--- src/rtl/fp_add_arbiter.sv ---
// fp_add_arbiter: round-robin sharing of one combinational IEEE-754 single adder among NREQ requesters, with a valid/ready tagged response.
// Ports: clk/rst (sync, active-high); req_valid/req_ready/req_a/req_b/req_sub per requester (operands packed 32 bits each);
// rsp_valid/rsp_ready/rsp_sum/rsp_id response handshake; busy is high outside IDLE.
// Optional feature: define FP_ARB_SUB_EN to let req_sub turn a request into a-b.

module fp_adder (
  input  logic [31:0] a,
  input  logic [31:0] b,
  output logic [31:0] y
);
  logic [31:0] x_l, x_s;
  logic [7:0]  e_l, e_s, d;
  logic [23:0] m_l, m_s;
  logic [26:0] al_s, n;
  logic [27:0] sum;
  logic [8:0]  lz, sh, e_n, e_r;
  logic [24:0] m_r;
  logic        sub, up;
  always_comb begin
    x_l  = (a[30:0] >= b[30:0]) ? a : b;
    x_s  = (a[30:0] >= b[30:0]) ? b : a;
    e_l  = (x_l[30:23] == 8'd0) ? 8'd1 : x_l[30:23];
    e_s  = (x_s[30:23] == 8'd0) ? 8'd1 : x_s[30:23];
    m_l  = {x_l[30:23] != 8'd0, x_l[22:0]};
    m_s  = {x_s[30:23] != 8'd0, x_s[22:0]};
    d    = e_l - e_s;
    // smaller operand aligned with guard/round bits; everything shifted out folds into the sticky lsb
    al_s = (d > 8'd26) ? {26'b0, |m_s}
         : (({m_s, 3'b0} >> d) | {26'b0, |({m_s, 3'b0} & ((27'd1 << d) - 27'd1))});
    sub  = x_l[31] ^ x_s[31];
    sum  = sub ? {1'b0, m_l, 3'b0} - {1'b0, al_s} : {1'b0, m_l, 3'b0} + {1'b0, al_s};
    lz   = 9'd27;
    for (int i = 0; i < 27; i++)
      if (sum[i]) lz = 9'(26 - i);
    // left shift is capped so the exponent never drops below the denormal level
    sh   = (lz < {1'b0, e_l} - 9'd1) ? lz : {1'b0, e_l} - 9'd1;
    n    = sum[27] ? {sum[27:2], |sum[1:0]} : sum[26:0] << sh;
    e_n  = sum[27] ? {1'b0, e_l} + 9'd1 : (n[26] ? {1'b0, e_l} - sh : 9'd0);
    up   = n[2] & (n[1] | n[0] | n[3]);
    m_r  = {1'b0, n[26:3]} + {24'b0, up};
    e_r  = m_r[24] ? e_n + 9'd1 : ((e_n == 9'd0 && m_r[23]) ? 9'd1 : e_n);
    y    = {x_l[31], e_r[7:0], m_r[24] ? 23'b0 : m_r[22:0]};
    if (e_r >= 9'd255) y = {x_l[31], 8'hFF, 23'b0};
    if (sum == 28'd0) y = 32'h0;
    if (x_s[30:0] == 31'd0) y = (x_l[30:0] == 31'd0) ? {a[31] & b[31], 31'b0} : x_l;
    if (x_l[30:23] == 8'hFF)
      y = (x_l[22:0] != 23'd0 || (sub && x_s[30:0] == x_l[30:0])) ? 32'h7FC00000 : x_l;
  end
endmodule

module fp_add_arbiter #(
  parameter int NREQ = 4,
  parameter int ID_W = 2
) (
  input  logic                 clk,
  input  logic                 rst,
  input  logic [NREQ-1:0]      req_valid,
  output logic [NREQ-1:0]      req_ready,
  input  logic [32*NREQ-1:0]   req_a,
  input  logic [32*NREQ-1:0]   req_b,
  input  logic [NREQ-1:0]      req_sub,
  output logic                 rsp_valid,
  input  logic                 rsp_ready,
  output logic [31:0]          rsp_sum,
  output logic [ID_W-1:0]      rsp_id,
  output logic                 busy
);
  typedef enum logic [1:0] {IDLE, CALC, RESP} state_t;
  state_t          state_q, state_d;
  logic [ID_W-1:0] rr_ptr_q, rr_ptr_d, id_q, id_d, rsp_id_q, rsp_id_d, g;
  logic [31:0]     op_a_q, op_a_d, op_b_q, op_b_d, rsp_sum_q, rsp_sum_d, sum, b_g;
  logic            rsp_valid_q, rsp_valid_d, hit, acc;
`ifndef FP_ARB_SUB_EN
  logic            unused_sub;
  assign unused_sub = ^req_sub;
`endif
  fp_adder u_add (.a(op_a_q), .b(op_b_q), .y(sum));
  always_comb begin
    g   = '0;
    hit = 1'b0;
    // descending scan so the lowest offset from rr_ptr wins
    for (int k = NREQ - 1; k >= 0; k--)
      if (req_valid[(int'(rr_ptr_q) + k) % NREQ]) begin
        g   = ID_W'((int'(rr_ptr_q) + k) % NREQ);
        hit = 1'b1;
      end
    b_g = req_b[32*g +: 32];
`ifdef FP_ARB_SUB_EN
    b_g[31] = b_g[31] ^ req_sub[g];
`endif
    req_ready   = (state_q == IDLE && hit) ? NREQ'(1) << g : '0;
    acc         = |(req_valid & req_ready);
    state_d     = (state_q == IDLE) ? (acc ? CALC : IDLE)
                : (state_q == CALC) ? RESP : (rsp_ready ? IDLE : RESP);
    op_a_d      = acc ? req_a[32*g +: 32] : op_a_q;
    op_b_d      = acc ? b_g : op_b_q;
    id_d        = acc ? g : id_q;
    rr_ptr_d    = acc ? ((g == ID_W'(NREQ - 1)) ? '0 : g + 1'b1) : rr_ptr_q;
    rsp_valid_d = (state_q == CALC) ? 1'b1 : ((state_q == RESP && rsp_ready) ? 1'b0 : rsp_valid_q);
    rsp_sum_d   = (state_q == CALC) ? sum : rsp_sum_q;
    rsp_id_d    = (state_q == CALC) ? id_q : rsp_id_q;
  end
  always_ff @(posedge clk) begin
    if (rst) begin
      state_q     <= IDLE;
      rr_ptr_q    <= '0;
      op_a_q      <= '0;
      op_b_q      <= '0;
      id_q        <= '0;
      rsp_valid_q <= 1'b0;
      rsp_sum_q   <= '0;
      rsp_id_q    <= '0;
    end else begin
      state_q     <= state_d;
      rr_ptr_q    <= rr_ptr_d;
      op_a_q      <= op_a_d;
      op_b_q      <= op_b_d;
      id_q        <= id_d;
      rsp_valid_q <= rsp_valid_d;
      rsp_sum_q   <= rsp_sum_d;
      rsp_id_q    <= rsp_id_d;
    end
  end
  assign rsp_valid = rsp_valid_q;
  assign rsp_sum   = rsp_sum_q;
  assign rsp_id    = rsp_id_q;
  assign busy      = (state_q != IDLE);
endmodule

--- config.mk ---
export PLATFORM = sky130hd
export DESIGN_NAME = fp_add_arbiter
export DESIGN_NICKNAME = d
export VERILOG_FILES = /design/src/rtl/fp_add_arbiter.sv
export SDC_FILE = /design/constraint.sdc
export NUM_CORES = 1
export LEC_CHECK = 0
export ABC_AREA = 1
export CAP_MARGIN = 10
export CORE_AREA = 2 2 167 169
export DETAILED_ROUTE_END_ITERATION = 7
export DIE_AREA = 0 0 169 171
export DONT_BUFFER_PORTS = 1
export PLACE_DENSITY_LB_ADDON = 0.25
export SLEW_MARGIN = 0
export SYNTH_ARGS = -nofsm -noshare
export SYNTH_HDL_FRONTEND = slang
export SYNTH_SLANG_ARGS = --single-unit
export TNS_END_PERCENT = 5
--- constraint.sdc ---
create_clock -name clk -period 33.2 [get_ports clk]
set_input_delay 1.66 -clock clk [delete_from_list [all_inputs] [get_ports clk]]
set_output_delay 1.66 -clock clk [all_outputs]
set_load 0.005 [all_outputs]
==> summary.txt <==
Run status
  – Status: finished clean

Critical path
  – Setup Crit Path Kind: reg2reg
  – Worst reg2reg path endpoint: rsp_sum[11]
  – Worst setup EP type: flop
  – Worst-path maximum fanout: 90
  – CP arrival: 17.54 ns
  – CP Launch Type: flop
  – CP max stage delay: 0.90 ns
  – FF-to-FF path depth: 77
  – Slowest CP cell: o21ai_2
  – R2R Path Start: op_b_q[4]
  – Most used cell, CP: nand2_1
  – Worst EP required: 33.41 ns
  – R2R Setup Slk: 15.86 ns

CTS
  – Max clock buf depth: 2
  – CTS Sinks: 105
  – Worst-path clk slew: 0.08 ns
  – Hold Buf Count CTS: 0
  – Clock Latency Late Sink: 0.36 ns
  – # H-tree levels: 3
  – CTS tree: yes
  – Total CTS buffers: 9
  – Root Driver: clkbuf_16
  – Number of buffers added for setup after CTS: 0
  – Post-CTS Resized: 0

Synthesis
  – Netlist cell types: 68
  – EDFF count, synth: 0
  – Post-synthesis cell count: 3211
  – Sequential cell area fraction in the yosys report: 12.0%
  – Synthesized Nets: 3587
  – Post-synthesis async set-or-reset flop share: 0%
  – Register bit total from synthesis: 105
  – Yosys warns: 0
  – Synth Flop Type: dfxtp_1
  – Syn Area/Cell: 5.44 um2
  – Synth Cell Area: 17500 um2

Hold path
  – Worst Hold Class: reg2reg
  – Sink of the worst hold path: rsp_sum[26]
  – Hold_sp: rsp_sum[26]
  – Worst hold path depth: 2

Routing
  – Routed len/inst: 19.6 um
  – Final antenna-violating net count: 0
  – Drc violations: 0
  – Vias: 21900
  – Overall routed net length: 67700 um
  – Via/cell ratio: 6.35
  – Drt pass-1 iters: 8
  – DR iter-0 viols: 3088

Floorplanning
  – Die Width: 169 um
  – Initial core utilization: 63.9%
  – Die Ht: 171 um
  – Core area: 27300 um2
  – Area of the die: 28900 um2
  – I/O pins: 307
  – Standard-cell rows: 61

Placed design
  – HPWL after DPL: 53300 um
  – PortBufs: 0
  – Gpl congestion: 1.12
  – Post-DP Area: 17400 um2

GRT
  – Tot GR Track Use: 45.0%
  – Vias in the first global route: 19300
  – Initial antenna violation count: 1
  – Gr ovfl total: 0
  – First-pass GRT wire length: 103000 um
  – Largest net degree at the start of global routing: 95

STA
  – Period minus WS final: 17.34 ns
  – Worst slew pin tran: 1.14 ns
  – Relative slew slack: 24.0%
  – Slew Viols, Final: 0
  – Setup-failing EPs final: 0
  – Final Skew: 0.0138 ns
  – Hold Fails Final Rpt: 0
  – Max frequency: 57.7 MHz
  – WHS: 0.496 ns
  – TNS Setup: 0 ns
  – Unrepaired setup endpoints after global routing: false
  – Fin crit share: 52.2%

Final layout
  – # fillers: 2703
  – Final Cell Area: 17700 um2
  – Share of layout cells above drive strength 1: 6.22%
  – Nets: 3476
  – Layout Utilization: 64.9%
  – Layout area overhead: 1.64%

Run
  – Number of max-cap violations: 0
-- metal layers --
metal	GRT usage [%]	up-vias	routed length (um)
li1	-	10400	-
met1	55.0	9735	25800
met2	70.7	1440	29000
met3	10.0	392	7370
met4	30.8	0	5550
met5	0	-	0
-- registers in the layout, indices dropped and copies added, names as in the netlist --
signal and cells:
id_q 2, op_a_q 32, op_b_q 32, rr_ptr_q 2, rsp_id 2, rsp_sum 32, rsp_valid 1, state_q 2
-- Yosys cell counts, drive strengths merged, types with 37 or more instances --
cell type,n,area share [%]
a21oi,186,5.5
buf,73,2.4
clkbuf,88,1.9
dfxtp,105,12
ha,106,7.6
inv,373,8.0
nand2,859,19
nand3,428,13
nand4,43,1.7
nor2,374,8.5
nor4,37,1.3
o21ai,293,8.6
o22ai,40,1.4
xor2,39,2.1
-- worst max-delay path: cells and delay by family, from the launching register on --
| kind | cells | cell delay, ns |
|---|---|---|
| XOR/XNOR | 1 | 0.44 |
| flip-flops | 1 | 0.39 |
| AO/OA/AOI/OAI | 21 | 4.94 |
| buffers and inverters | 12 | 2.97 |
| adder cells (fa/ha/maj) | 6 | 2.02 |
| AND/OR/NAND/NOR | 37 | 6.29 |
-- layout by cell type (no fill, tap or decap), types with 19 or more instances in the layout --
cell type | Yosys | routed
nand2_1 | 823 | 822
nand3_1 | 416 | 416
nor2_1 | 356 | 355
inv_1 | 353 | 352
o21ai_0 | 234 | 230
a21oi_1 | 182 | 181
ha_1 | 106 | 106
dfxtp_1 | 105 | 105
o21ai_1 | 50 | 54
nand4_1 | 41 | 41
o22ai_1 | 40 | 40
buf_4 | 11 | 39
nor4_1 | 37 | 37
xor2_1 | 36 | 36
o31ai_1 | 33 | 33
nand2_2 | 29 | 29
or2_2 | 20 | 20
inv_2 | 20 | 20
nor3_1 | 19 | 19
-- final cells by class --
type / instances / area (um2) / share of cell area [%]
sequential: 105 / 2100 / 11.8
clock buffer: 11 / 253 / 1.42
multi-input combinational: 2564 / 13200 / 74.3
inverter: 381 / 1430 / 8.07
antenna: 1 / 2.50 / 0.0141
clock inverter: 4 / 42.5 / 0.240
tap: 346 / 433 / 2.44
timing repair buffer: 39 / 293 / 1.65
-- logic make-up after synthesis --
logic type	share of synthesized area (%)
AND/OR/NAND/NOR	45.7
buffers and inverters	12.5
adder cells (fa/ha/maj)	7.94
AO/OA/AOI/OAI	18.9
flip-flops	12.0
multiplexers	0.115
other	0.0215
XOR/XNOR	2.73
-- stage by stage --
step | worst slack (ns) | cells
6_report | 15.86 | 3451
5_1_grt | 14.64 | 3451
4_1_cts | 16.59 | 3449
3_5_place_dp | 16.64 | 3434
3_3_place_gp | 16.77 | 3434
2_1_floorplan | 20.69 | 3211
-- how the worst max path moves through the flow --
stage               startpoint  slack (ns)     endpoint  cells past startpoint
floorplan           op_b_q[30]       20.69  rsp_sum[22]                     97
global placement     op_b_q[9]       16.77  rsp_sum[11]                     77
detailed placement   op_b_q[4]       16.64  rsp_sum[11]                     79
CTS                  op_b_q[4]       16.59  rsp_sum[11]                     79
global route         op_b_q[4]       14.64  rsp_sum[11]                     84
finish               op_b_q[4]       15.86  rsp_sum[11]                     77
Power is not shown: default switching activity piles up to over one toggle a cycle in this logic, so the estimate is an artifact.
